==> config.mk <==
export PLATFORM = sky130hd
export DESIGN_NAME = joypad_scanner
export DESIGN_NICKNAME = d
export VERILOG_FILES = /design/src/rtl/joypad_scanner.sv
export SDC_FILE = /design/constraint.sdc
export NUM_CORES = 1
export LEC_CHECK = 0
export ABC_AREA = 1
export BUFFER_PORTS_ARGS = -buffer_cell sky130_fd_sc_hd__buf_2
export CORE_MARGIN = 2
export CORE_UTILIZATION = 31
export DETAILED_ROUTE_END_ITERATION = 10
export GPL_TIMING_DRIVEN = 0
export PLACE_DENSITY = 0.44
export SYNTH_ARGS = -nofsm -noshare
export SYNTH_HDL_FRONTEND = slang
export SYNTH_SLANG_ARGS = --single-unit
==> constraint.sdc <==
create_clock -name clock -period 1.9 [get_ports clock]
set_clock_uncertainty 0.05 [all_clocks]
set_input_delay 0.095 -clock clock [delete_from_list [all_inputs] [get_ports clock]]
set_output_delay 0.095 -clock clock [all_outputs]
set_load 0.02 [all_outputs]
==> src/rtl/joypad_scanner.sv <==
// ---------------------------------------------------------------------------
// joypad_scanner
//
// Periodically reads an NES-style serial controller and presents the eight
// button states as an active-high parallel word.
//
// A scan pulses joy_strobe for 2H cycles and waits H cycles of settle time.
// It then issues seven joy_clock high/low pairs of H cycles each (H =
// HALF_PERIOD) and sampling the synchronised data line at the end of the
// settle window and at the end of every low phase. The result is presented
// on cycle 17H of the scan together with a one-cycle buttons_valid pulse.
//
// Parameters
//   HALF_PERIOD    clock cycles per half bit-clock period (4..1023)
//   POLL_INTERVAL  clock cycles between automatic scan starts
//                  (>= 17*HALF_PERIOD + 2)
//
// Ports
//   clock          system clock, rising edge active
//   reset_n        asynchronous active-low reset
//   enable         permits new scans; a running scan always completes
//   poll_req       one-cycle request for an immediate scan (ignored if busy)
//   joy_data       serial data from the controller, active-low
//   joy_strobe     controller latch pulse
//   joy_clock      controller shift clock
//   buttons        {right,left,down,up,start,select,b,a}, active-high
//   buttons_valid  one-cycle pulse when buttons is written
//   busy           high while a scan is in progress
//
// Build option
//   JOYPAD_DEBOUNCE_EN  when defined, buttons is only written (and
//                       buttons_valid pulsed) when two consecutive scans
//                       return the same word.
// ---------------------------------------------------------------------------
//
// state  | meaning
// -------+-----------------------------------------------------------
// IDLE   | waiting for poll expiry or poll_req while enabled
// LATCH  | joy_strobe high for 2H cycles
// SETTLE | H cycles after strobe; bit 0 sampled on the last cycle
// CLK_HI | joy_clock high for H cycles
// CLK_LO | joy_clock low for H cycles; next bit sampled on the last cycle
// DONE   | result presented, buttons_valid pulse, back to IDLE
//
module joypad_scanner #(
    parameter int HALF_PERIOD   = 64,
    parameter int POLL_INTERVAL = 357954
) (
    input  logic       clock,
    input  logic       reset_n,
    input  logic       enable,
    input  logic       poll_req,
    input  logic       joy_data,
    output logic       joy_strobe,
    output logic       joy_clock,
    output logic [7:0] buttons,
    output logic       buttons_valid,
    output logic       busy
);

    localparam int              PW         = (POLL_INTERVAL > 1) ? $clog2(POLL_INTERVAL) : 1;
    localparam logic [PW-1:0]   POLL_LOAD  = PW'(POLL_INTERVAL - 1);
    localparam logic [10:0]     HALF_LOAD  = 11'(HALF_PERIOD - 1);
    localparam logic [10:0]     LATCH_LOAD = 11'(2 * HALF_PERIOD - 1);

    typedef enum logic [2:0] {
        IDLE,
        LATCH,
        SETTLE,
        CLK_HI,
        CLK_LO,
        DONE
    } state_t;

    state_t          state;
    logic [10:0]     timer;
    logic [2:0]      bit_idx;
    logic [6:0]      shift_q;
    logic [PW-1:0]   poll_cnt;
    logic            sync_meta;
    logic            sync_data;
    logic            scan_start;
    logic            timer_done;
    logic [7:0]      scan_word;

`ifdef JOYPAD_DEBOUNCE_EN
    logic [7:0]      prev_word;
`endif

    assign timer_done = (timer == 11'd0);
    assign scan_start = (state == IDLE) && enable && ((poll_cnt == '0) || poll_req);

    // Bits 0..6 are already in shift_q; bit 7 is taken straight from the
    // synchroniser so the word is complete on the edge that enters DONE.
    assign scan_word  = {~sync_data, shift_q};

    always_ff @(posedge clock or negedge reset_n) begin
        if (!reset_n) begin
            sync_meta <= 1'b0;
            sync_data <= 1'b0;
        end else begin
            sync_meta <= joy_data;
            sync_data <= sync_meta;
        end
    end

    // Poll timer: reloaded when a scan starts, saturates at zero so an
    // expired interval stays pending until enable allows the next scan.
    always_ff @(posedge clock or negedge reset_n) begin
        if (!reset_n) begin
            poll_cnt <= '0;
        end else if (scan_start) begin
            poll_cnt <= POLL_LOAD;
        end else if (poll_cnt != '0) begin
            poll_cnt <= poll_cnt - 1'b1;
        end
    end

    always_ff @(posedge clock or negedge reset_n) begin
        if (!reset_n) begin
            state         <= IDLE;
            timer         <= 11'd0;
            bit_idx       <= 3'd0;
            shift_q       <= 7'd0;
            joy_strobe    <= 1'b0;
            joy_clock     <= 1'b0;
            buttons       <= 8'h00;
            buttons_valid <= 1'b0;
            busy          <= 1'b0;
`ifdef JOYPAD_DEBOUNCE_EN
            prev_word     <= 8'h00;
`endif
        end else begin
            case (state)
                IDLE: begin
                    if (scan_start) begin
                        state      <= LATCH;
                        timer      <= LATCH_LOAD;
                        joy_strobe <= 1'b1;
                        busy       <= 1'b1;
                    end
                end

                LATCH: begin
                    if (timer_done) begin
                        state      <= SETTLE;
                        timer      <= HALF_LOAD;
                        joy_strobe <= 1'b0;
                    end else begin
                        timer <= timer - 11'd1;
                    end
                end

                SETTLE: begin
                    if (timer_done) begin
                        shift_q   <= {~sync_data, shift_q[6:1]};
                        state     <= CLK_HI;
                        timer     <= HALF_LOAD;
                        joy_clock <= 1'b1;
                        bit_idx   <= 3'd1;
                    end else begin
                        timer <= timer - 11'd1;
                    end
                end

                CLK_HI: begin
                    if (timer_done) begin
                        state     <= CLK_LO;
                        timer     <= HALF_LOAD;
                        joy_clock <= 1'b0;
                    end else begin
                        timer <= timer - 11'd1;
                    end
                end

                CLK_LO: begin
                    if (timer_done) begin
                        if (bit_idx == 3'd7) begin
                            state <= DONE;
`ifdef JOYPAD_DEBOUNCE_EN
                            prev_word <= scan_word;
                            if (scan_word == prev_word) begin
                                buttons       <= scan_word;
                                buttons_valid <= 1'b1;
                            end
`else
                            buttons       <= scan_word;
                            buttons_valid <= 1'b1;
`endif
                        end else begin
                            shift_q   <= {~sync_data, shift_q[6:1]};
                            state     <= CLK_HI;
                            timer     <= HALF_LOAD;
                            joy_clock <= 1'b1;
                            bit_idx   <= bit_idx + 3'd1;
                        end
                    end else begin
                        timer <= timer - 11'd1;
                    end
                end

                DONE: begin
                    buttons_valid <= 1'b0;
                    busy          <= 1'b0;
                    state         <= IDLE;
                end

                default: begin
                    state      <= IDLE;
                    joy_strobe <= 1'b0;
                    joy_clock  <= 1'b0;
                    busy       <= 1'b0;
                end
            endcase
        end
    end

endmodule

# Word level (Yosys, flattened, before mapping)
# Index checks and enable logic that the tools add are counted.
# totals
output_inout_bits	12
register_bits	57
elab_cells	89
input_bits	5
# op_classes
n_reduce_logical	23
n_addsub	3
bitwise	4
eq_ne	14
mux	33
# op_table
cell	n
11-bit two-way mux	4
19-bit two-way mux	2
11-bit one-hot mux with 3 select lines	1
3-bit two-way mux	9
7-bit two-way mux	3
19-bit logical NOT	1
19-bit nonzero test	1
19-bit by 1-bit subtractor with 19-bit output, second input constant	1
3-bit one-hot mux with 5 select lines	1
2-bit != test, second input constant	7
7-bit one-hot mux with 2 select lines	1
3-bit AND reduction	4
11-bit logical NOT	1
11-bit by 1-bit subtractor with 11-bit output, second input constant	1
5-bit AND reduction	2
3-bit == test, second input constant	3
4-bit OR reduction	2
1-bit two-way mux	7
3-bit by 2-bit == test with 1-bit output, second input constant	2
3-bit one-hot mux with 2 select lines	1
2-bit nonzero test	3
3-bit OR reduction	2
1-bit NOT	4
1-bit one-hot mux with 2 select lines	2
other kinds (11)	12

# Longest topological paths before layout
# logic_depth
word_depth	5
depth_mapped	12

# Worst setup path before layout
# OpenSTA, ideal clock, no wires.
# synth_path
path_kind	flip-flop to flip-flop
startpoint	register timer[0]
endpoint	register shift_q[0]
period_less_slack_ps	1639
setup_time_ps	117
path_stages_with_launch	11
setup_slack_ps	261
t_arrival_ps	1472
path_cell_list	dfrtp_1 inv_1 ha_1 nand2_1 nor2_4 nand2_4 o21ai_2 nand2_1 buf_6 nand2_1 o21ai_2
# synth_between
elab_chain_len	3
# synth_lines
item	line_no	source
from (decl)	76	logic [10:0] timer;
from (signal assigned)	150	timer <= timer - 11'd1;
from (signal assigned)	162	timer <= timer - 11'd1;
from (signal assigned)	172	timer <= timer - 11'd1;
11-bit logical NOT (*)	90	assign timer_done = (timer == 11'd0);
2-bit != test (no source line)	-	
4-bit AND reduction (no source line) (*)	-	
to (signal assigned)	156	shift_q <= {~sync_data, shift_q[6:1]};
to (signal assigned)	191	shift_q <= {~sync_data, shift_q[6:1]};
to (decl)	78	logic [6:0] shift_q;
# Every way passes the cells marked *; elsewhere a longest branch is shown, timed or not.
# A chain may end at the register's enable or synchronous reset.

# Worst setup path after layout
# layout_path
startpoint	register poll_cnt[0]
endpoint	register timer[10]
# layout_between
elab_chain_len	5
# layout_lines
item	line_no	source
from (decl)	79	logic [PW-1:0] poll_cnt;
from (signal assigned)	115	poll_cnt <= poll_cnt - 1'b1;
19-bit logical NOT	91	assign scan_start = (state == IDLE) && enable && ((poll_cnt == '0) || poll_req);
1-bit logical OR	91	
1-bit logical AND	91	
2-bit != test (no source line)	-	
3-bit AND reduction (no source line)	-	
# No other way between the ends.

==> results.yml <==
synth:
  synth-seq-cells: 57
  syn_area_sq_um: 3009
  ys_seq_area_share_pct: 47.40
  syn_area_per_cell_sq_um: 8.111
  yosys_warnings: 0
  synth-async-reset-ratio_pct: 100.0
  syn_nets: 381
  synth_ff_type: "dfrtp_1"
  synthDistinctLibCells: 36
  syn_inst: 371
  synth_edf_count: 0
cts:
  cts_root_buf: "clkbuf_8"
  clock_latency_ps: 330
  cts_tree: "done"
  cts_buffers: 9
  clk_pin_slew_worst_paths_ps: 70
  cts.sinks: 57
  clock_path_buffers: 2
  htreeDepth: 3
pwr:
  power.density_nw_per_um2: 1460
  peakVddDrop_v: 0.0004778
  power.static_leakage_nw: 1.730
timing:
  max_freq_ghz: 0.5647
  hold_viol_final: 0
  min_period_ps: 1771
  relSlewSlack_pct: 51.72
  rsz0062_at_grt: "false"
  setup_viol: 0
  worstMarginPinSlew_ps: 724.2
  period_share_pct: 93.20
  timing.final.ws_setup_ps: 129.2
  final_max_slew_viol_count: 0
grt:
  overflow: 0
  grt_pass1_wl_mm: 11.25
  antenna_found_initial: 0
  grt_use_total_pct: 13.95
  grt_pass1_vias: 2305
  use_met1_pct: 19.80
  met2_usage_pct: 20.56
  busiest_layer: "met2"
  grt_max_degree: 58
  grt.met3_usage_pct: 3.525
worst_setup_path:
  worst-path-buf-inv: 2
  cp_top_family: "simple AND/OR/NAND/NOR gates"
  ff2ff_path_depth: 12
  crit_required_ps: 2060
  start_kind: "flip-flop"
  worstPathCellList: "inv_2 -> ha_2 -> nand3_1 -> nor2_2 -> nand2_1 -> nand2_2 -> nand2_4 -> nand2_2 -> nand2_2 -> buf_6 -> nand2_1 -> nand2_1"
  worst_path_largest_cell_delay_ps: 420
  critical_path_class: "flip-flop to flip-flop"
  slowest_stage: "dfrtp_1"
  r2r_slack_ps: 130
  rr_startpoint: "poll_cnt[0]$_DFFE_PN0P_"
  critPathCaptureType: "flip-flop"
  cp_max_fo: 10
  timing.rr.end: "timer[10]$_DFFE_PN0P_"
  arrival_ps: 1930
cells_and_area:
  diodes: 0
  layout_common_cells: "nand2_1 (97), dfrtp_1 (57), nor2_1 (48)"
  multi_input_area_sq_um: 1449
  mostFrequentLayoutCell: "nand2_1"
  drive_above_1_share_pct: 18.23
  final_net_count: 412
  fill_cells: 996
  fin_cells: 535
  seqCellArea_sq_um: 1426
  syn2layout_area_growth_pct: 16.84
job:
  cap_violations: 0
detailed_routing:
  remaining_drc_errors: 0
  wl_per_cell_um: 12.37
  drt-pass1-iter-count: 4
  vias_per_cell: 4.462
  wl_mm: 6.618
  drtAntennaViolNets: 0
  vias: 2387
  drt_iter0_markers: 87
floorplanning:
  core_region_area_sq_um: 9328
  num_rows: 35
  fp.dieH_um: 102.5
  dieWidth_um: 102.5
  die_area_sq_um: 10510
  initial_core_util_pct: 32.26
  ioPinCount: 17
placement:
  dp_slack_ps: -7.664
  place_congestion: 0.8347
  hpwl_mm: 4.586
  portBuffers: 16
  dp.cells: 516
outcome:
  outcome: "completed"
hold_path:
  hold_path_class: "input port to flip-flop"
  hold_path_end: "poll_cnt[1]$_DFFE_PN0P_"
  min_from: "poll_req"
  min_path_cells: 4
[sequential cells by signal (all words and copies together) (netlist names)]
| name | cells |
|---|---|
| buttons | 8 |
| timer | 11 |
| sync_meta | 1 |
| joy_strobe | 1 |
| poll_cnt | 19 |
| busy | 1 |
| joy_clock | 1 |
| state | 3 |
| buttons_valid | 1 |
| shift_q | 7 |
| bit_idx | 3 |
| sync_data | 1 |
[timing repair]
item,4_1_cts,5_1_grt
resized for setup,1,13
setup endpoints to repair,20,44
setup buffers,0,2
pin swaps,1,3
hold buffers,1,1
hold endpoints to repair,1,57
[cells in the mapped netlist, types with 5 or more instances]
cell type | n | area, sq um
xor2_1 | 9 | 78.83
nor2_2 | 6 | 37.54
xnor2_1 | 9 | 78.83
o21ai_0 | 15 | 75.07
nand3_1 | 32 | 160.2
dfrtp_1 | 57 | 1426
ha_1 | 5 | 62.56
inv_2 | 5 | 18.77
nor2_1 | 50 | 187.7
nand2_1 | 100 | 375.4
o21ai_1 | 8 | 40.04
nand4_1 | 5 | 31.28
inv_1 | 31 | 116.4
[how the worst max path moves through the flow]
stage / start / depth (start not counted) / to / slack, ps
finish: poll_cnt[0]$_DFFE_PN0P_ / 12 / timer[10]$_DFFE_PN0P_ / 130
global route: bit_idx[0]$_DFFE_PN0P_ / 7 / buttons[4]$_DFFE_PN0P_ / 7
CTS: timer[0]$_DFFE_PN0P_ / 11 / timer[8]$_DFFE_PN0P_ / 10
detailed placement: poll_cnt[0]$_DFFE_PN0P_ / 12 / timer[10]$_DFFE_PN0P_ / -8
global placement: poll_cnt[0]$_DFFE_PN0P_ / 12 / timer[10]$_DFFE_PN0P_ / -50
floorplan: timer[0]$_DFFE_PN0P_ / 10 / shift_q[0]$_DFFE_PN0P_ / 260
[stage by stage]
stage	power [mW]	util [%]	hold WS (ps)	setup TNS, ps	instance area (sq um)
2_1_floorplan	3.525	-	-250.6	0	3009
3_3_place_gp	4.018	34.85	155.1	-408.3	3251
3_5_place_dp	4.030	34.85	155.5	-12.72	3251
4_1_cts	5.140	36.85	57.01	0	3437
5_1_grt	5.652	37.69	153.4	0	3516
6_report	5.132	37.69	99.10	0	3516
[area by class of cell]
| cell class | instances | share of cell area, % |
|---|---|---|
| plain buffers | 6 | 1.423 |
| clock buffers | 11 | 3.737 |
| clock inverters | 4 | 1.281 |
| inverters | 36 | 3.843 |
| multi-input cells | 272 | 41.21 |
| flip-flops and latches | 57 | 40.57 |
| well taps | 129 | 4.591 |
| repair buffers | 20 | 3.345 |
[layer usage]
metal	routed length, um	vias up
met2	2877	31
met5	0	-
met4	96	0
li1	-	1241
met3	206	9
met1	3438	1106
[worst register-to-register path: cells and delay by family, from the launching register on]
| kind | cells | cell delay, ps |
|---|---|---|
| adder cells (fa/ha/maj) | 1 | 210 |
| buffers and inverters | 2 | 250 |
| flip-flops | 1 | 420 |
| AND/OR/NAND/NOR | 9 | 720 |
[logic make-up (layout without fill, tap and decap cells)]
group / after synthesis / count (layout) / share of synthesized area, %
adders and majority gates: 5 / 5 / 2.079
muxes: 1 / 1 / 0.3742
xor gates and xnor gates: 18 / 18 / 5.239
and+or+nand+nor: 217 / 217 / 32.89
buffers and inverters: 42 / 77 / 6.154
DFF: 57 / 57 / 47.40
AOI/OAI and AO/OA: 31 / 31 / 5.863
[power breakdown]
group / switching, mW / leakage (nW) / internal (mW)
registers: 0.310 / 0.698 / 1.57
logic: 1.34 / 0.939 / 0.842
clock network: 0.481 / 0.0929 / 0.593
(Power assumes the default switching activity.)
